<file path="src/rtl/vram_port_arbiter.sv">
// Round-robin arbiter sharing one VRAM controller among NUM_PORTS byte requesters,
// with periodic forced refresh and a watchdog that aborts accesses the controller never completes.
module vram_port_arbiter #(
  parameter int NUM_PORTS       = 3,
  parameter int ADDR_WIDTH      = 23,
  parameter int REFRESH_CYCLES  = 1620,
  parameter int WATCHDOG_CYCLES = 255
) (
  input  logic                            clk,
  input  logic                            reset_n,
  input  logic [NUM_PORTS-1:0]            port_req,
  input  logic [NUM_PORTS-1:0]            port_wr,
  input  logic [NUM_PORTS*ADDR_WIDTH-1:0] port_addr,
  input  logic [NUM_PORTS*8-1:0]          port_wdata,
  output logic [NUM_PORTS-1:0]            port_ack,
  output logic [15:0]                     port_rdata,
  output logic                            mem_read,
  output logic                            mem_write,
  output logic                            mem_refresh,
  output logic [ADDR_WIDTH-1:0]           mem_addr,
  output logic [7:0]                      mem_din8,
  input  logic                            mem_done,
  input  logic [15:0]                     mem_dout16,
  output logic                            busy,
  output logic [1:0]                      grant,
  output logic                            fail
);

  localparam int RW = $clog2(REFRESH_CYCLES);
  localparam int WW = $clog2(WATCHDOG_CYCLES + 1);
  localparam logic [RW-1:0] REF_LAST = RW'(REFRESH_CYCLES - 1);
  localparam logic [WW-1:0] WD_LAST  = WW'(WATCHDOG_CYCLES - 1);

  localparam logic [1:0] IDLE    = 2'd0;
  localparam logic [1:0] ISSUE   = 2'd1;
  localparam logic [1:0] WAIT    = 2'd2;
  localparam logic [1:0] REFRESH = 2'd3;

  logic [1:0]            state_reg;
  logic [1:0]            last_reg;
  logic                  wr_reg;
  logic [RW-1:0]         ref_cnt_reg;
  logic                  refresh_due_reg;
  logic [WW-1:0]         wd_cnt_reg;

  logic [ADDR_WIDTH-1:0] addr_arr  [NUM_PORTS];
  logic [7:0]            wdata_arr [NUM_PORTS];
  logic [NUM_PORTS-1:0]  req_eff;
  logic                  win_found;
  logic [1:0]            win_idx;

  genvar gi;
  generate
    for (gi = 0; gi < NUM_PORTS; gi++) begin : g_unpack
      assign addr_arr[gi]  = port_addr[gi*ADDR_WIDTH +: ADDR_WIDTH];
      assign wdata_arr[gi] = port_wdata[gi*8 +: 8];
    end
  endgenerate

  // The port just acked still holds its request during the ack cycle; hide it.
  assign req_eff = port_req & ~port_ack;
  assign busy    = (state_reg != IDLE);

  function automatic logic [1:0] rr_index(input logic [1:0] base, input int k);
    int s;
    s = (int'(base) + k) % NUM_PORTS;
    return s[1:0];
  endfunction

  always_comb begin
    win_found = 1'b0;
    win_idx   = 2'd0;
    for (int k = 1; k <= NUM_PORTS; k++) begin
      if (!win_found && req_eff[rr_index(last_reg, k)]) begin
        win_found = 1'b1;
        win_idx   = rr_index(last_reg, k);
      end
    end
  end

  always_ff @(posedge clk or negedge reset_n) begin
    if (!reset_n) begin
      state_reg       <= IDLE;
      last_reg        <= 2'(NUM_PORTS - 1);
      wr_reg          <= 1'b0;
      ref_cnt_reg     <= '0;
      refresh_due_reg <= 1'b0;
      wd_cnt_reg      <= '0;
      grant           <= 2'd0;
      port_ack        <= '0;
      port_rdata      <= 16'h0000;
      mem_read        <= 1'b0;
      mem_write       <= 1'b0;
      mem_refresh     <= 1'b0;
      mem_addr        <= '0;
      mem_din8        <= 8'h00;
      fail            <= 1'b0;
    end else begin
      mem_read    <= 1'b0;
      mem_write   <= 1'b0;
      mem_refresh <= 1'b0;
      port_ack    <= '0;

      // Counter parks at its terminal value until the refresh is actually taken.
      if (state_reg == IDLE && refresh_due_reg) begin
        ref_cnt_reg     <= '0;
        refresh_due_reg <= 1'b0;
      end else if (!refresh_due_reg) begin
        if (ref_cnt_reg == REF_LAST) refresh_due_reg <= 1'b1;
        else                         ref_cnt_reg     <= ref_cnt_reg + 1'b1;
      end

      case (state_reg)
        IDLE: begin
          if (refresh_due_reg) begin
            state_reg   <= REFRESH;
            mem_refresh <= 1'b1;
          end else if (win_found) begin
            state_reg <= ISSUE;
            grant     <= win_idx;
            last_reg  <= win_idx;
            wr_reg    <= port_wr[win_idx];
            mem_addr  <= addr_arr[win_idx];
            mem_din8  <= wdata_arr[win_idx];
            mem_read  <= !port_wr[win_idx];
            mem_write <= port_wr[win_idx];
          end
        end
        ISSUE: begin
          state_reg  <= WAIT;
          wd_cnt_reg <= '0;
        end
        WAIT: begin
          if (mem_done) begin
            if (!wr_reg) port_rdata <= mem_dout16;
            port_ack[grant] <= 1'b1;
            state_reg       <= IDLE;
            wd_cnt_reg      <= '0;
          end else if (wd_cnt_reg == WD_LAST) begin
            fail            <= 1'b1;
            port_rdata      <= 16'hFFFF;
            port_ack[grant] <= 1'b1;
            state_reg       <= IDLE;
            wd_cnt_reg      <= '0;
          end else begin
            wd_cnt_reg <= wd_cnt_reg + 1'b1;
          end
        end
        REFRESH: begin
          if (mem_done) begin
            state_reg  <= IDLE;
            wd_cnt_reg <= '0;
          end else if (wd_cnt_reg == WD_LAST) begin
            fail       <= 1'b1;
            state_reg  <= IDLE;
            wd_cnt_reg <= '0;
          end else begin
            wd_cnt_reg <= wd_cnt_reg + 1'b1;
          end
        end
        default: state_reg <= IDLE;
      endcase
    end
  end

endmodule

</file>
<file path="config.mk">
export PLATFORM = sky130hd
export DESIGN_NAME = vram_port_arbiter
export DESIGN_NICKNAME = d
export VERILOG_FILES = /design/src/rtl/vram_port_arbiter.sv
export SDC_FILE = /design/constraint.sdc
export NUM_CORES = 1
export LEC_CHECK = 0
export BUFFER_PORTS_ARGS = -buffer_cell sky130_fd_sc_hd__buf_4
export CORE_MARGIN = 2
export CORE_UTILIZATION = 35
export CTS_CLUSTER_SIZE = 30
export DETAILED_ROUTE_END_ITERATION = 7
export SYNTH_ARGS = -nofsm -noshare
export SYNTH_HDL_FRONTEND = slang
export SYNTH_SLANG_ARGS = --single-unit
export TNS_END_PERCENT = 50
</file>
<file path="constraint.sdc">
create_clock -name clk -period 3.8 [get_ports clk]
set_clock_uncertainty 0.15 [all_clocks]
set_input_delay 0.19 -clock clk [delete_from_list [all_inputs] [get_ports clk]]
set_output_delay 0.19 -clock clk [all_outputs]
set_load 0.05 [all_outputs]
</file>
==> summary.md <==
| Metric | Value |
|---|---|
| Synthesized flop and latch total | `80` |
| I/O pins | `roughly 180` |
| Routed wl met3 | `603 µm` |
| Maximum fanout along the worst path | `31` |
| Core area | `between 10,000 and 15,000 µm²` |
| # fillers | `1,128` |
| H-tree depth | `3` |
| Die height | `about 120 µm` |
| Via count | `roughly 3,900` |
| R2R Path Start | `grant[0]` |
| First-pass GRT wire length | `between 15 and 20 mm` |
| Leak | `roughly 2.8 nW` |
| Met2 WL | `5.82 mm` |
| WL/cell | `~15 µm` |
| Hold Path Origin | `mem_dout16[15]` |
| Largest net degree at the start of global routing | `81` |
| DRT Pass-1 Iters | `4` |
| Vias in the first global route | `about 3,800` |
| R2r endpoint | `mem_din8[1]` |
| TritonCTS Sinks | `80` |
| Asr flop ratio synth | `1.00` |
| CTS max path bufs | `2` |
| Layout Cell Area excl Fill | `roughly 6100 µm²` |
| Share of cells above drive strength 1 | `0.361` |
| RSZ-0062 raised after global routing | `false` |
| GRT overflow | `0` |
| Die area | `between 10,000 and 15,000 µm²` |
| CP Data Required Time | `3.84 ns` |
| Area after DPL | `approximately 5800 µm²` |
| Metal1 wirelength | `4.98 mm` |
| Ant diodes | `0` |
| Pwr Density | `885 nW/µm²` |
| # rows | `40` |
| Final Hold Vio Count | `0` |
| Mean Syn Cell Area | `approximately 10 µm²` |
| CP Launch Type | `flip-flop` |
| Final wirelength | `11.7 mm` |
| Worst Tran Pin Value | `1.03 ns` |
| Final GP Congestion | `a little under 0.9` |
| Critical path endpoint category | `flip-flop` |
| Initial antenna violation count | `0` |
| Hold Crit Class | `in2reg` |
| Syn nets | `roughly 550` |
| Clock slew at reported path FFs | `0.06 ns` |
| Worst slew margin | `0.315` |
| Min cycle time layout | `roughly 3.2 ns` |
| PortBufs | `roughly 170` |
| Initial Util | `0.360` |
| Total CTS buffers | `9` |
| Post-CTS setup buffer count | `0` |
| P&R area growth vs syn | `39.7%` |
| Total GRT Usage | `0.174` |
| Number of synthesized flops with an enable pin | `0` |
| Yosys warnings | `0` |
| Critical Path Source | `grant[0]` |
| Predominant post-synthesis flop cell | `dfrtp_1` |
| Design Power | `5.37 mW` |
| Remaining DRCs | `0` |
| Syn Inst Count | `around 420` |
| Max layer used | `met4` |
| Slew Viols, Final | `0` |
| Peak VDD IR | `approximately 0.35 mV` |
| Post-synthesis sequential area ratio | `0.461` |
| Setup_tns | `0 ns` |
| ANT nets after route | `0` |
| Netlist cell types | `between 60 and 70` |
| Worst path arrival time | `3.23 ns` |
| R2R Setup Slk | `a little over 0.6 ns` |
| Period utilisation layout | `0.838` |
| Max FFs per register | `23` |
| # setup viols final | `0` |
| Post-Syn Area | `4340 µm²` |
| Die X | `115 µm` |
| Worst-case reg-to-reg path depth | `8` |
| Multi-input gate area | `around 2100 µm²` |
| Max cap viols | `0` |
| Clock insertion delay at the later pin of the skew report | `0.33 ns` |
| Post-DP HPWL | `8.60 mm` |
| Seq. cell area | `between 2000 and 2500 µm²` |
| Clk root buf | `clkbuf_16` |
| Crit path capture | `mem_din8[1]` |
| Via density per instance | `just over 5` |
| Setup CP Type | `reg2reg` |
| Post-layout nets | `721` |
| Fmax | `approximately 0.31 GHz` |
| TritonCTS clock tree | `built` |
| Outcome | `complete, no violations` |
| Iter 0 DRT Violations | `260` |
## repair_timing
action	in CTS	in global routing
hold buffers	6	0
hold endpoints to repair	84	0
resized for setup	0	0
## layout make-up
class                      count  area share
inverter                      14     0.00866
clock buffer                  11      0.0384
tap                          168      0.0347
clock inverter                 2     0.00165
multi-input combinational    305       0.352
sequential                    80       0.330
timing repair buffer         186       0.235
## routing by layer
metal | global-route usage | up-vias
li1 | - | 1871
met1 | 0.219 | 1847
met2 | 0.287 | 116
met3 | 0.0401 | 20
met4 | 0.0755 | 0
met5 | 0 | -
## cells in the mapped netlist, types with 2 or more instances
| library cell | instances | share of area |
|---|---|---|
| a211oi_1 | 28 | 0.048 |
| nor3_1 | 30 | 0.035 |
| o21ai_1 | 6 | 0.0069 |
| nand3_1 | 8 | 0.0092 |
| nand4_1 | 3 | 0.0043 |
| or2_2 | 4 | 0.0058 |
| buf_6 | 4 | 0.010 |
| clkbuf_1 | 5 | 0.0043 |
| nand2b_1 | 19 | 0.027 |
| mux2_1 | 10 | 0.026 |
| ha_1 | 7 | 0.020 |
| a31oi_1 | 5 | 0.0072 |
| xor2_1 | 2 | 0.0040 |
| buf_4 | 8 | 0.014 |
| and2_1 | 3 | 0.0043 |
| a21oi_1 | 12 | 0.014 |
| buf_2 | 8 | 0.0092 |
| mux2_2 | 6 | 0.016 |
| and3_1 | 4 | 0.0058 |
| nor3b_1 | 4 | 0.0069 |
| dfrtp_1 | 79 | 0.46 |
| inv_1 | 13 | 0.011 |
| xnor2_1 | 3 | 0.0061 |
| nand3b_1 | 2 | 0.0035 |
| o21ai_0 | 15 | 0.017 |
| a311oi_1 | 3 | 0.0061 |
| o41ai_1 | 2 | 0.0040 |
| or3_1 | 2 | 0.0029 |
| mux2i_1 | 36 | 0.083 |
| nand2_1 | 17 | 0.015 |
| nor2_1 | 44 | 0.038 |
| nor4b_1 | 2 | 0.0040 |
## where the power goes
| part | switching (mW) | internal (mW) |
|---|---|---|
| clock network | 0.323 | 0.429 |
| logic | 2.11 | 1.13 |
| registers | 0.206 | 1.17 |
## cells in the final DEF (no fill, tap or decap), drive strengths merged, types with 3 or more instances in the layout
master,synthesis,layout
nand2,17,17
nor3,31,31
ha,7,7
clkinv,1,3
o41ai,3,3
xnor2,3,3
a21oi,13,13
buf,20,180
nor2,45,45
mux2i,36,36
inv,13,13
clkbuf,5,11
and2,4,4
nand3,8,8
and3,4,4
a31oi,5,5
nor3b,4,4
or2,5,5
a211oi,28,28
nand2b,19,19
dfrtp,79,79
a311oi,4,4
nand4,3,3
o21ai,21,21
mux2,16,16
dlygate4sd3,0,6
## per-stage QoR
| stage | std cells | hold slack, ns | util | setup WS (ns) |
|---|---|---|---|---|
| CTS | 766 | 0.00147 | 0.503 | 0.681 |
| global placement | 747 | 0.292 | 0.478 | 0.902 |
| finish | 766 | 0.00168 | 0.503 | 0.617 |
| floorplan | 424 | -0.256 | - | 1.02 |
| global route | 766 | 0.00263 | 0.503 | 0.388 |
| detailed placement | 747 | 0.294 | 0.478 | 0.674 |
## worst min path at each step
| stage | to | slack, ns | depth (start not counted) |
|---|---|---|---|
| 2_1_floorplan | fail | -0.26 | 0 |
| 3_3_place_gp | wd_cnt_reg[2] | 0.29 | 1 |
| 3_5_place_dp | mem_refresh | 0.29 | 1 |
| 4_1_cts | port_rdata[15] | 0.001 | 3 |
| 5_1_grt | port_rdata[2] | 0.003 | 3 |
| 6_report | port_rdata[15] | 0.002 | 3 |
## kinds of logic after synthesis
group,share of synthesized area
fa+ha+maj,0.0202
simple gates,0.194
compound gates,0.140
mux,0.124
xor+xnor,0.0101
flops,0.461
buf+inv,0.0499
## worst max-delay path, stage by stage (launching register included)
cell and delay, ns:
dfrtp_1 0.45, inv_1 0.11, ha_1 0.45, nor4b_1 0.42, a41oi_1 0.18, a311oi_4 0.52, and2_1 0.25, buf_4 0.34
a211oi_1 0.14
No activity file was read; power rests on OpenSTA's default activity.
